`src/rtl/led_stream_decoder_pkg.sv`:
```
// Shared types and timing for the single-wire LED link. The driver and the
// decoder both take their pulse timing from here so the two ends stay matched.
package led_stream_decoder_pkg;

  typedef enum logic [1:0] {
    SYNC = 2'd0,
    IDLE = 2'd1,
    HIGH = 2'd2,
    LOW  = 2'd3
  } state_t;

  localparam int LED_BITS = 24;

  // Driver-side pulse shapes at 48 MHz: 0.4 us / 0.8 us high, 1.25 us bit.
  localparam int T0H   = 19;
  localparam int T1H   = 38;
  localparam int T_BIT = 60;

  // Decoder classification defaults.
  localparam int T_THRESH_DEF = 29;
  localparam int T_MIN_HI_DEF = 4;
  localparam int T_MAX_HI_DEF = 72;
  localparam int T_RESET_DEF  = 2400;
  localparam int MAX_PIX_DEF  = 256;

  // Width of a pixel index/count able to hold 0..max_pix.
  function automatic int pix_width(input int max_pix);
    return $clog2(max_pix + 1);
  endfunction

endpackage

```
`src/rtl/led_stream_decoder_if.sv`:
```
// Serial line in, decoded word stream out. The decoder sits on the slave
// side; whoever drives the line and consumes words uses the master side.
interface led_stream_decoder_if
  import led_stream_decoder_pkg::*;
#(
  parameter int PW = pix_width(MAX_PIX_DEF)
);
  logic                din;
  logic [LED_BITS-1:0] rgb_out;
  logic                valid;
  logic [PW-1:0]       pixel_idx;
  logic                frame_done;
  logic [PW-1:0]       pixel_count;
  logic                err;

  modport master (
    output din,
    input  rgb_out, valid, pixel_idx, frame_done, pixel_count, err
  );

  modport slave (
    input  din,
    output rgb_out, valid, pixel_idx, frame_done, pixel_count, err
  );
endinterface

```
`src/rtl/led_stream_decoder_sync_2ff.sv`:
```
// Two-flop synchronizer for the asynchronous LED line; both stages clear
// to 0 so a freshly reset decoder sees a quiet (low) line.
module led_stream_decoder_sync_2ff (
  input  logic clk,
  input  logic rst,
  input  logic d,
  output logic q
);
  logic meta_r;
  logic sync_r;

  // Capture the async input through two back-to-back flops
  always_ff @(posedge clk) begin
    if (rst) begin
      meta_r <= 1'b0;
      sync_r <= 1'b0;
    end else begin
      meta_r <= d;
      sync_r <= meta_r;
    end
  end

  assign q = sync_r;
endmodule

```
`src/rtl/led_stream_decoder.sv`:
```
// Receive side of the WS2812-style single-wire LED protocol. High pulses are
// timed with one shared run-length counter and classified as 0/1, assembled
// MSB-first into 24-bit words, and a long low (latch gap) closes the frame.
module led_stream_decoder
  import led_stream_decoder_pkg::*;
#(
  parameter int T_THRESH = T_THRESH_DEF,
  parameter int T_MIN_HI = T_MIN_HI_DEF,
  parameter int T_MAX_HI = T_MAX_HI_DEF,
  parameter int T_RESET  = T_RESET_DEF,
  parameter int MAX_PIX  = MAX_PIX_DEF
) (
  input  logic                 clk,
  input  logic                 rst,
  led_stream_decoder_if.slave  bus
);
  localparam int PW = $clog2(MAX_PIX + 1);
  localparam int CW = $clog2(T_RESET + 1);
  localparam int BW = $clog2(LED_BITS);

  logic                s_din_s;
  logic                din_prev_r;
  logic [CW-1:0]       cnt_r;
  state_t              state_r, state_nxt_s;
  logic [LED_BITS-1:0] shift_r, shift_nxt_s;
  logic [BW-1:0]       bit_cnt_r, bit_cnt_nxt_s;
  logic [PW-1:0]       words_r, words_nxt_s;
  logic [LED_BITS-1:0] rgb_r, rgb_nxt_s;
  logic                valid_r, valid_nxt_s;
  logic [PW-1:0]       pixel_idx_r, pixel_idx_nxt_s;
  logic                frame_done_r, frame_done_nxt_s;
  logic [PW-1:0]       pixel_count_r, pixel_count_nxt_s;
  logic                err_r, err_nxt_s;

  logic                rise_s, fall_s, edge_s, quiet_low_s, bit_s;
  logic [LED_BITS-1:0] shifted_s;

  led_stream_decoder_sync_2ff u_sync (
    .clk (clk),
    .rst (rst),
    .d   (bus.din),
    .q   (s_din_s)
  );

  // cnt_r holds how many cycles the line sat at its level before the current
  // cycle, so on the cycle a fall is seen it equals the full high length.
  assign edge_s      = s_din_s ^ din_prev_r;
  assign rise_s      = s_din_s & ~din_prev_r;
  assign fall_s      = ~s_din_s & din_prev_r;
  // True on the cycle the low run reaches T_RESET cycles (this one included).
  assign quiet_low_s = ~s_din_s & ~din_prev_r & (cnt_r >= CW'(T_RESET - 1));
  assign bit_s       = (cnt_r >= CW'(T_THRESH));
  assign shifted_s   = {shift_r[LED_BITS-2:0], bit_s};

  // Previous synchronized level for edge detection
  always_ff @(posedge clk) begin
    if (rst) begin
      din_prev_r <= 1'b0;
    end else begin
      din_prev_r <= s_din_s;
    end
  end

  // Run-length counter: restarts on every edge, saturates at T_RESET
  always_ff @(posedge clk) begin
    if (rst) begin
      cnt_r <= {CW{1'b0}};
    end else if (edge_s) begin
      cnt_r <= CW'(1);
    end else if (cnt_r < CW'(T_RESET)) begin
      cnt_r <= cnt_r + CW'(1);
    end else begin
      cnt_r <= cnt_r;
    end
  end

  // FSM state register
  always_ff @(posedge clk) begin
    if (rst) begin
      state_r <= SYNC;
    end else begin
      state_r <= state_nxt_s;
    end
  end

  // Next-state, word assembly and output pulse decode
  always_comb begin
    state_nxt_s       = state_r;
    shift_nxt_s       = shift_r;
    bit_cnt_nxt_s     = bit_cnt_r;
    words_nxt_s       = words_r;
    rgb_nxt_s         = rgb_r;
    valid_nxt_s       = 1'b0;
    pixel_idx_nxt_s   = pixel_idx_r;
    frame_done_nxt_s  = 1'b0;
    pixel_count_nxt_s = pixel_count_r;
    err_nxt_s         = 1'b0;
    case (state_r)
      SYNC: begin
        if (quiet_low_s) begin
          state_nxt_s = IDLE;
        end else begin
          state_nxt_s = SYNC;
        end
      end
      IDLE: begin
        if (rise_s) begin
          state_nxt_s = HIGH;
        end else begin
          state_nxt_s = IDLE;
        end
      end
      HIGH: begin
        if (cnt_r > CW'(T_MAX_HI)) begin
          // Overlong high: abandon the frame and resynchronise.
          err_nxt_s     = 1'b1;
          state_nxt_s   = SYNC;
          shift_nxt_s   = {LED_BITS{1'b0}};
          bit_cnt_nxt_s = {BW{1'b0}};
          words_nxt_s   = {PW{1'b0}};
        end else if (fall_s) begin
          if (cnt_r < CW'(T_MIN_HI)) begin
            // Glitch: abandon the frame and resynchronise.
            err_nxt_s     = 1'b1;
            state_nxt_s   = SYNC;
            shift_nxt_s   = {LED_BITS{1'b0}};
            bit_cnt_nxt_s = {BW{1'b0}};
            words_nxt_s   = {PW{1'b0}};
          end else begin
            state_nxt_s = LOW;
            if (bit_cnt_r == BW'(LED_BITS - 1)) begin
              bit_cnt_nxt_s = {BW{1'b0}};
              shift_nxt_s   = {LED_BITS{1'b0}};
              if (words_r == PW'(MAX_PIX)) begin
                // Frame already full: drop the word, keep the frame open.
                err_nxt_s = 1'b1;
              end else begin
                rgb_nxt_s       = shifted_s;
                valid_nxt_s     = 1'b1;
                pixel_idx_nxt_s = words_r;
                words_nxt_s     = words_r + PW'(1);
              end
            end else begin
              shift_nxt_s   = shifted_s;
              bit_cnt_nxt_s = bit_cnt_r + BW'(1);
            end
          end
        end else begin
          state_nxt_s = HIGH;
        end
      end
      LOW: begin
        if (rise_s) begin
          state_nxt_s = HIGH;
        end else if (quiet_low_s) begin
          // Latch gap: report the frame; leftover bits are an error.
          state_nxt_s       = IDLE;
          frame_done_nxt_s  = 1'b1;
          pixel_count_nxt_s = words_r;
          err_nxt_s         = (bit_cnt_r != {BW{1'b0}});
          words_nxt_s       = {PW{1'b0}};
          bit_cnt_nxt_s     = {BW{1'b0}};
          shift_nxt_s       = {LED_BITS{1'b0}};
          pixel_idx_nxt_s   = {PW{1'b0}};
        end else begin
          state_nxt_s = LOW;
        end
      end
      default: begin
        state_nxt_s = SYNC;
      end
    endcase
  end

  // Datapath and registered outputs
  always_ff @(posedge clk) begin
    if (rst) begin
      shift_r       <= {LED_BITS{1'b0}};
      bit_cnt_r     <= {BW{1'b0}};
      words_r       <= {PW{1'b0}};
      rgb_r         <= {LED_BITS{1'b0}};
      valid_r       <= 1'b0;
      pixel_idx_r   <= {PW{1'b0}};
      frame_done_r  <= 1'b0;
      pixel_count_r <= {PW{1'b0}};
      err_r         <= 1'b0;
    end else begin
      shift_r       <= shift_nxt_s;
      bit_cnt_r     <= bit_cnt_nxt_s;
      words_r       <= words_nxt_s;
      rgb_r         <= rgb_nxt_s;
      valid_r       <= valid_nxt_s;
      pixel_idx_r   <= pixel_idx_nxt_s;
      frame_done_r  <= frame_done_nxt_s;
      pixel_count_r <= pixel_count_nxt_s;
      err_r         <= err_nxt_s;
    end
  end

  assign bus.rgb_out     = rgb_r;
  assign bus.valid       = valid_r;
  assign bus.pixel_idx   = pixel_idx_r;
  assign bus.frame_done  = frame_done_r;
  assign bus.pixel_count = pixel_count_r;
  assign bus.err         = err_r;

endmodule

```
`src/flat_wrapper.sv`:
```
// flat-port wrapper written by rule: the top's interface ports become plain ports
module led_stream_decoder_flat import led_stream_decoder_pkg::*;
#(
  parameter int T_THRESH = T_THRESH_DEF,
  parameter int T_MIN_HI = T_MIN_HI_DEF,
  parameter int T_MAX_HI = T_MAX_HI_DEF,
  parameter int T_RESET  = T_RESET_DEF,
  parameter int MAX_PIX  = MAX_PIX_DEF
)
  (clk, rst, bus_din, bus_rgb_out, bus_valid, bus_pixel_idx, bus_frame_done, bus_pixel_count, bus_err);
  led_stream_decoder_if #(.PW((pix_width(MAX_PIX_DEF)))) bus_i ();
  input  logic clk;
  input  logic rst;
  input wire logic [$bits(bus_i.din)-1:0] bus_din;
  output wire logic [$bits(bus_i.rgb_out)-1:0] bus_rgb_out;
  output wire logic [$bits(bus_i.valid)-1:0] bus_valid;
  output wire logic [$bits(bus_i.pixel_idx)-1:0] bus_pixel_idx;
  output wire logic [$bits(bus_i.frame_done)-1:0] bus_frame_done;
  output wire logic [$bits(bus_i.pixel_count)-1:0] bus_pixel_count;
  output wire logic [$bits(bus_i.err)-1:0] bus_err;
  assign bus_i.din = bus_din;
  assign bus_rgb_out = bus_i.rgb_out;
  assign bus_valid = bus_i.valid;
  assign bus_pixel_idx = bus_i.pixel_idx;
  assign bus_frame_done = bus_i.frame_done;
  assign bus_pixel_count = bus_i.pixel_count;
  assign bus_err = bus_i.err;
  led_stream_decoder #(.T_THRESH(T_THRESH), .T_MIN_HI(T_MIN_HI), .T_MAX_HI(T_MAX_HI), .T_RESET(T_RESET), .MAX_PIX(MAX_PIX)) u_core (.clk(clk), .rst(rst), .bus(bus_i));
endmodule
```
`config.mk`:
```
export PLATFORM = sky130hd
export DESIGN_NAME = led_stream_decoder_flat
export DESIGN_NICKNAME = d
export VERILOG_FILES = /design/src/rtl/led_stream_decoder_pkg.sv /design/src/rtl/led_stream_decoder_if.sv /design/src/rtl/led_stream_decoder_sync_2ff.sv /design/src/rtl/led_stream_decoder.sv /design/src/flat_wrapper.sv
export SDC_FILE = /design/constraint.sdc
export NUM_CORES = 1
export LEC_CHECK = 0
export BUFFER_PORTS_ARGS = -buffer_cell sky130_fd_sc_hd__buf_4
export CAP_MARGIN = 20
export CELL_PAD_IN_SITES_DETAIL_PLACEMENT = 0
export CELL_PAD_IN_SITES_GLOBAL_PLACEMENT = 1
export CORE_MARGIN = 1.5
export CORE_UTILIZATION = 35
export DETAILED_ROUTE_END_ITERATION = 8
export PLACE_DENSITY_LB_ADDON = 0.1
export REMOVE_ABC_BUFFERS = 1
export SLEW_MARGIN = 30
export SYNTH_ARGS = -nofsm -noshare
export SYNTH_HDL_FRONTEND = slang
export SYNTH_SLANG_ARGS = --single-unit
export TNS_END_PERCENT = 1
```
`constraint.sdc`:
```
create_clock -name clk -period 3.6 [get_ports clk]
set_input_delay 0.36 -clock clk [delete_from_list [all_inputs] [get_ports clk]]
set_output_delay 0.36 -clock clk [all_outputs]
set_load 0.02 [all_outputs]
```
[Yosys cells after proc, flatten, opt, wreduce, memory -nomap -nowiden]
Cells that the tools add are included.
Cells by class
  $add $sub $neg: 3
  magnitude comparators: 5
  equal/unequal tests: 15
  muxes and demuxes: 48
  bitwise operators: 15
  reductions and logical operators: 12
Operator list (count)
  two-way mux 23 bit: 6
  two-way mux 9 bit: 12
  one-hot mux 23 bit (2 select lines): 1
  one-hot mux 9 bit (2 select lines): 2
  two-way mux 5 bit: 6
  adder 12 x 1 -> 12 bit, second input constant: 1
  greater-or-equal comparator 12 bit, second input constant: 1
  greater-or-equal comparator 12 x 5 -> 1 bit, second input constant: 1
  > comparator 12 x 7 -> 1 bit, second input constant: 1
  less-than comparator 12 bit, second input constant: 1
  less-than comparator 12 x 3 -> 1 bit, second input constant: 1
  two-way mux 1 bit: 12
  two-way mux 2 bit: 6
  AND reduction 6 bit: 2
  inverter 1 bit: 10
  one-hot mux 5 bit (2 select lines): 1
  adder 9 x 1 -> 9 bit, second input constant: 1
  equality test 9 bit, second input constant: 1
  inequality test 2 bit, second input constant: 4
  one-hot mux 2 bit (4 select lines): 1
  AND reduction 8 bit: 1
  inequality test 2 x 1 -> 1 bit, second input constant: 3
  OR reduction 6 bit: 1
  adder 5 x 1 -> 5 bit, second input constant: 1
  other kinds (16): 21
Storage, ports and cells
  register bits: 99
  bits of input ports: 3

[Longest topological paths before layout]
Gate-level depths: netlist of the first run.
  depth in word-level cells: 7
  gate-level depth with buffers: 11

[By module]
A second synthesis of the first run with hierarchy kept.
Second synthesis, totals
  cells, all modules: 554
  area total of the unflattened synthesis: 4640.7 µm²
By module, submodules not included
  led_stream_decoder: times used 1, cells each 550, area an instance 4588.2 µm², sequential area each 1941.9 µm²
  led_stream_decoder_sync_2ff: times used 1, cells each 4, area an instance 52.6 µm², sequential area each 40.0 µm²

[Least setup slack after synthesis of the first run]
Ideal clock, no wire load.
  kind: register -> register
  start: register u_core.cnt_r[7]
  end: register u_core.pixel_idx_r[3] (netlist: u_core.bus.pixel_idx[3])
  setup time: 0.132 ns
  data arrival time: 2.318 ns
  required time: 3.468 ns
  setup slack: 1.150 ns
  stages on the path, launching flop included: 10
  buffers on the path: 3
  period minus slack after synthesis: 2.450 ns
  path through: dfxtp_1 or3_1 or3_4 or2_0 buf_2 or4_1 buf_2 buf_6 nand3_2 a21oi_1
Between the ends
  word-level cells in the longest chain between the ends: 4
  elaborated cells between the ends (all ways): 8
  those cells by class: order compare (3); eq/ne (3); bitwise (1); reduce/logical (1)
RTL lines
  start: declaration: line led_stream_decoder.sv:23  | logic [CW-1:0] cnt_r;
  start signal: assignment: line led_stream_decoder.sv:67  | cnt_r <= {CW{1'b0}};
  start signal: assignment: line led_stream_decoder.sv:71  | cnt_r <= cnt_r + CW'(1);
  start signal: assignment: line led_stream_decoder.sv:73  | cnt_r <= cnt_r;
  greater-or-equal comparator 12 bit: line led_stream_decoder.sv:51  | assign quiet_low_s = ~s_din_s & ~din_prev_r & (cnt_r >= CW'(T_RESET - 1));
  AND 1 bit: line led_stream_decoder.sv:51
  inequality test 2 x 1 -> 1 bit (no line)
  AND reduction 8 bit (no line) (*)
  end signal: assignment: line led_stream_decoder.sv:183  | pixel_idx_r <= {PW{1'b0}};
  end signal: assignment: line led_stream_decoder.sv:193  | pixel_idx_r <= pixel_idx_nxt_s;
  end: declaration: line led_stream_decoder.sv:30  | logic [PW-1:0] pixel_idx_r, pixel_idx_nxt_s;
Every way passes the cells marked *; elsewhere a longest branch is shown, timed or not.
A chain may end at the register's enable or synchronous reset.

[Worst setup path in the final report of the first run]
  start: register u_core.cnt_r[7]
  end: register u_core.pixel_idx_r[1] (netlist: u_core.bus.pixel_idx[1])
Same word-level chain as after synthesis.

==> results of run 1 <==
final timing paths:
check | to | slack (ps) | depth (start not counted)
max | u_core.bus.pixel_idx[1] | 670 | 7
min | u_core.u_sync.meta_r | 230 | 2
max reg2reg | u_core.bus.pixel_idx[1] | 670 | 7
min reg2reg | u_core.u_sync.q | 440 | 1
cell usage in the layout (no fill, tap or decap), types with 6 or more instances in the layout:
| master | synthesis | routed |
|---|---|---|
| ha_1 | 11 | 11 |
| a21oi_1 | 74 | 74 |
| xnor2_1 | 6 | 6 |
| mux2i_1 | 11 | 11 |
| nor2b_1 | 6 | 6 |
| dfxtp_1 | 99 | 99 |
| nor2_1 | 40 | 40 |
| buf_4 | 0 | 55 |
| nand2_1 | 85 | 85 |
| nand3_2 | 6 | 6 |
| clkbuf_16 | 0 | 9 |
| o21ai_0 | 16 | 16 |
| inv_1 | 12 | 12 |
| and3_1 | 6 | 6 |
| nand3_1 | 43 | 43 |
power breakdown:
part	total, W	switching (W)	internal [W]
Sequential	0.00110	0.00000468	0.00110
Clock	0.00101	0.000407	0.000604
Combinational	0.0000551	0.0000396	0.0000155
Total	0.00217	0.000451	0.00172
routing by layer:
| layer | vias up | track usage |
|---|---|---|
| met3 | 12 | 0.0300 |
| li1 | 1800 | - |
| met2 | 46 | 0.243 |
| met4 | 0 | 0.0734 |
| met5 | - | 0 |
| met1 | 1621 | 0.207 |
worst max-delay path: cells and delay by family (launching register included):
kind            cells  cell delay (ps)
compound gates      1               70
buf+inv             1              290
flops               1              350
simple gates        5             2080
final cells by class:
class	count	area share
well taps	143	0.0359
multi-input cells	363	0.409
flip-flops and latches	99	0.398
clock inverters	4	0.0153
inverters	12	0.00904
clock buffers	10	0.0460
repair buffers	56	0.0869
per-stage QoR:
stage	utilization	cells	instance area, um2
finish	0.431	687	4980
global route	0.431	687	4980
CTS	0.431	687	4980
detailed placement	0.404	673	4680
global placement	0.404	673	4680
floorplan	-	474	4060
sequential cells by signal, indices dropped and copies added, names as in the netlist, 2 cells and up:
signal,flops
u_core.bus.rgb_out,24
u_core.bus.pixel_count,9
u_core.shift_r,23
u_core.bit_cnt_r,5
u_core.bus.pixel_idx,9
u_core.state_r,2
u_core.words_r,9
u_core.cnt_r,12
logic make-up (layout without fill, tap and decap cells):
kind of cell / count (synthesis) / after routing / synth area share
compound gates: 103 / 103 / 0.131
simple gates: 228 / 228 / 0.271
buf+inv: 45 / 82 / 0.0486
flops: 99 / 99 / 0.470
fa+ha+maj: 11 / 11 / 0.0326
xor+xnor: 10 / 10 / 0.0208
mux: 11 / 11 / 0.0261
==> results.cfg, run 1 <==
[outcome]
outcome = complete, no violations

[finish]
layout.nets = 555
ant_diodes = 0
layout-area-overhead-vs-synth_pct = 18.1
multiInputGateArea_mm2 = 0.00204
area.sequential_mm2 = 0.00198
drive_above_1_share = 0.153
fill_cell_instance_count_of_the_final_layout = 1146

[cts]
worstSkewPairLatency_ps = 350
clock_path_buffers = 2
cts_hold_repair.buffers = 0
root_buf_cell = clkbuf_16
clkTransAtPathRegs_ps = 60
cts_setup_buffers = 0
cts_buffers = 9
tritoncts_num_sinks = 99
cts-resized-gates = 0
cts_tree = done
htree_num_levels = 3

[timing]
final_worst_path_period_share = 0.814
final_max_slew_viol_count = 0
grt_setup_unrepaired = no
max_freq_mhz = 341
worst_hold_slack_ps = 231
timing.final.setup_violations = 0
fin_skew_ps = 8.45
tightest_slew_ps = 749
max-slew-margin-rel = 0.500
finalHoldViolCount = 0
fin_ws_ps = 668
finalSetupTns_ps = 0
fin_crit_ps = 2930

[route]
met3RoutedLength_um = 276
drt-initial-drc-count = 110
wl_met2_um = 4280
vias_per_cell = 5.06
drt_pass1_iterations = 4
detail_route.wl_per_cell_um = 13.9
wl_met1_um = 4810
number_of_antenna_violating_nets_in_the_routed_design = 0
postRouteWirelength_um = 9560
topRoutingLayerUsed = met4
drc = 0
route.vias.total = 3479

[min_path]
hold_path.startpoint = bus_din
hold_class = in2reg

[synth]
yosysWarningCount = 0
synth_ff_type = dfxtp_1
synth_seq_area_share = 0.470
ys_ff_latch = 99
post-synth-top-count-cell = dfxtp_1
synthesis.area_mm2 = 0.00422
synth_enable_flop_cells = 0
async_s_r_ff_share_synth = 0
synth_top_area_share = 0.470
yosys-top-cells-area = dfxtp_1 47%, a21oi_1 8.8%, nand2_1 7.6%
biggest_area_consumer_among_synthesized_cells = dfxtp_1
synthesized_instance_count = 507
count_of_different_cell_masters_after_synthesis = 49
synth.cells.most_frequent = 99 x dfxtp_1, 85 x nand2_1, 74 x a21oi_1, 43 x nand3_1, 40 x nor2_1
avg_cell_area_syn_um2 = 8.32

[power_and_ir_drop]
totalPowerFinal_w = 0.00217
vdd_drop_max_mv = 0.219
power_leakage_nw = 1.89
power_per_cell_area_mw_per_mm2 = 435

[placed_design]
place_ws_ps = 647
gpl.final_weighted_congestion = 0.759
port-buffer-count = 47
detailed_place_hpwl_um = 6140

[critical_path]
r2r_start = u_core.cnt_r[7]
crit_path_top_delay_cell = or4_1
critical_path_required_ps = 3820
critPathKind = reg2reg
start_kind = flip-flop
timing.critical_path.arrival_ps = 3150
crit_path_end_kind = flip-flop
maximum_single_stage_delay_on_the_critical_path_ps = 880
cp-startpoint = u_core.cnt_r[7]
crit_fanout = 20
critical_path.cell_chain = or3_1, or3_4, or2_0, or4_1, buf_12, nand3_1, a21oi_1

[global_routing]
globalRoute.totalOverflow = 0
first_global_vias = 3201
groute.usage.overall = 0.155
grt_max_degree = 56
grt_first_pass_wirelength_um = 15800
grt_antenna_before_repair = 0

[floorplanning]
boundary_pin_count = 48
die_w_um = 113
die_height_um = 113
num_rows = 39
dieArea_mm2 = 0.0127
placeableCoreArea_mm2 = 0.0116
floorplan.initialDensity = 0.365

[flow_run]
maxCapViolCount = 0
Power figures use the tool's default switching activity.
==> inputs of run 2 (changes only) <==
- ABC_AREA: unset -> 1
- clock period: 3.6 -> 2.8 ns (I/O delays scaled with it)
==> run 2 against run 1 <==
Power grew 26%. Highest routed layer unchanged. Flip-flop and latch count is the same. Critical endpoint is now u_core.bit_cnt_r[4]. Register-to-register slack worse by 70 ps.
==> results.cfg, run 2 <==
[synth]
yosys-top-cells-area = dfxtp_1 41%, nor2_1 10%, nand2_1 9.5%
post-synth-top-count-cell = nor2_1
synth_seq_area_share = 0.405
synth_ff_type = dfxtp_1
yosysWarningCount = 0
synthesized_instance_count = 689
synth_top_area_share = 0.405
avg_cell_area_syn_um2 = 7.10
synth_top_family_by_area = simple AND/OR/NAND/NOR gates
async_s_r_ff_share_synth = 0
multiplexer_share_of_the_synthesized_area = 0
synthSimpleGateAreaFrac = 0.325
synth-adder-area-share = 0.0281
synth.cells.most_frequent = 131 x nor2_1, 124 x nand2_1, 99 x dfxtp_1, 82 x inv_1, 48 x o21ai_0
biggest_area_consumer_among_synthesized_cells = dfxtp_1
synth_compound_gate_area_share = 0.130
synth_xor_area_frac = 0.00895
ys_ff_latch = 99
count_of_different_cell_masters_after_synthesis = 36
synthesis.area_mm2 = 0.00489
synth_enable_flop_cells = 0

[finish]
finalNonFillerCells = 910
fill_cell_instance_count_of_the_final_layout = 1522
most-common-layout-cells = 131 x nor2_1, 124 x nand2_1, 99 x dfxtp_1, 82 x inv_1, 53 x buf_4
largest_reg_flops = 24
ant_diodes = 0
drive_above_1_share = 0.205
layout.nets = 740
layout-area-overhead-vs-synth_pct = 15.0
mostFrequentLayoutCell = nor2_1

[global_routing]
grt_antenna_before_repair = 0
first_global_vias = 3943
grt_use_met2 = 0.267
globalRoute.totalOverflow = 0
grt_first_pass_wirelength_um = 18800
met3_usage = 0.0357
grt_max_degree = 29
groute.usage.overall = 0.161
met1_usage = 0.207
grt_busiest_layer = met2

[floorplanning]
die_height_um = 121
dieArea_mm2 = 0.0147
boundary_pin_count = 48
num_rows = 43
placeableCoreArea_mm2 = 0.0138
die_w_um = 121
floorplan.initialDensity = 0.355

[timing]
finalSetupTns_ps = 0
final_worst_path_period_share = 0.787
tightest_slew_ps = 676
fin_skew_ps = 8.06
fin_crit_ps = 2200
final_max_slew_viol_count = 0
max_freq_mhz = 454
timing.final.setup_violations = 0
max-slew-margin-rel = 0.547
grt_setup_unrepaired = no
finalHoldViolCount = 0

[power_and_ir_drop]
power_leakage_nw = 2.31
power_per_cell_area_mw_per_mm2 = 484
vdd_drop_max_mv = 0.284

[cts]
cts-resized-gates = 0
cts_hold_repair.buffers = 0
tritoncts_num_sinks = 99
cts_tree = done
cts_setup_buffers = 0
root_buf_cell = clkbuf_16
htree_num_levels = 3
clkTransAtPathRegs_ps = 70
cts_buffers = 9
worstSkewPairLatency_ps = 350
clock_path_buffers = 2

[placed_design]
port-buffer-count = 47
gpl.final_weighted_congestion = 0.771
post-place-cells = 895
detailed_place_hpwl_um = 7420

[route]
detail_route.wl_per_cell_um = 12.1
vias_per_cell = 4.60
drc = 0
drt-initial-drc-count = 150
route.vias.total = 4190
number_of_antenna_violating_nets_in_the_routed_design = 0
postRouteWirelength_um = 11000
drt_pass1_iterations = 4

[critical_path]
critical_path_required_ps = 3090
timing.critical_path.arrival_ps = 2490
crit_fanout = 28
crit_path_end_kind = flip-flop
start_kind = flip-flop
critPathKind = reg2reg

[outcome]
outcome = complete, no violations

[flow_run]
maxCapViolCount = 0

[min_path]
hold_class = in2reg
-- run 2: cell count changes in the layout (fill, tap and decap cells not counted), sizes merged, moves of 11 or more --
cell,before,now
a21oi,74,58
inv,13,86
mux2i,11,0
nand2,85,151
nand3,49,29
nor2,40,157
o21ai,18,48
-- run 2: cells by family (layout without fill, tap and decap cells) --
| family | after synthesis | in the layout |
|---|---|---|
| buffers and inverters | 113 | 154 |
| AOI/OAI and AO/OA | 110 | 110 |
| adders and majority gates | 11 | 11 |
| and+or+nand+nor | 351 | 351 |
| xor gates and xnor gates | 5 | 5 |
| DFF | 99 | 99 |
-- run 2: stage by stage --
step                utilization  area, um2  setup slack, ps  hold slack [ps]  power, W
floorplan                     -       4720              729              342   0.00150
global placement          0.388       5340              664              418   0.00153
detailed placement        0.388       5340              574              419   0.00153
CTS                       0.409       5630              567              128   0.00278
global route              0.409       5630              365              131   0.00284
finish                    0.409       5630              596              137   0.00272
-- run 2: power breakdown --
group	switching, W	internal (W)
Clock	0.000535	0.000690
Combinational	0.0000601	0.0000207
Sequential	0.00000512	0.00141
Total	0.000600	0.00212
-- run 2: metal layers --
layer | part of all wire | wire [um] | vias up
li1 | - | - | 2217
met1 | 0.50 | 5510 | 1907
met2 | 0.45 | 4980 | 56
met3 | 0.034 | 372 | 10
met4 | 0.012 | 127 | 0
met5 | 0 | 0 | -
-- run 2: final timing paths --
check | depth (start not counted) | endpoint | from | slack (ps)
setup / recovery | 11 | u_core.bit_cnt_r[4] | u_core.cnt_r[0] | 600
hold / removal | 3 | u_core.u_sync.meta_r | bus_din | 140
setup reg to reg | 11 | u_core.bit_cnt_r[4] | u_core.cnt_r[0] | 600
hold reg to reg | 2 | u_core.u_sync.q | u_core.u_sync.meta_r | 430
-- run 2: layout make-up --
class / instances / area [um2] / area share
multi-input cells: 477 / 2410 / 0.429
flip-flops and latches: 99 / 1980 / 0.352
repair buffers: 53 / 398 / 0.0707
inverters: 86 / 327 / 0.0580
clock buffers: 11 / 233 / 0.0414
well taps: 180 / 225 / 0.0400
clock inverters: 4 / 51.3 / 0.00912
-- run 2: worst max-delay path: stages (launching register included) --
cell     delay (ps)
dfxtp_1         430
inv_1           110
ha_1            210
inv_1            50
nor2_1           40
nand3_1         100
nand2_2         180
a21oi_2         220
nand2_2         370
o21ai_0         300
inv_1            70
nor2_1           70
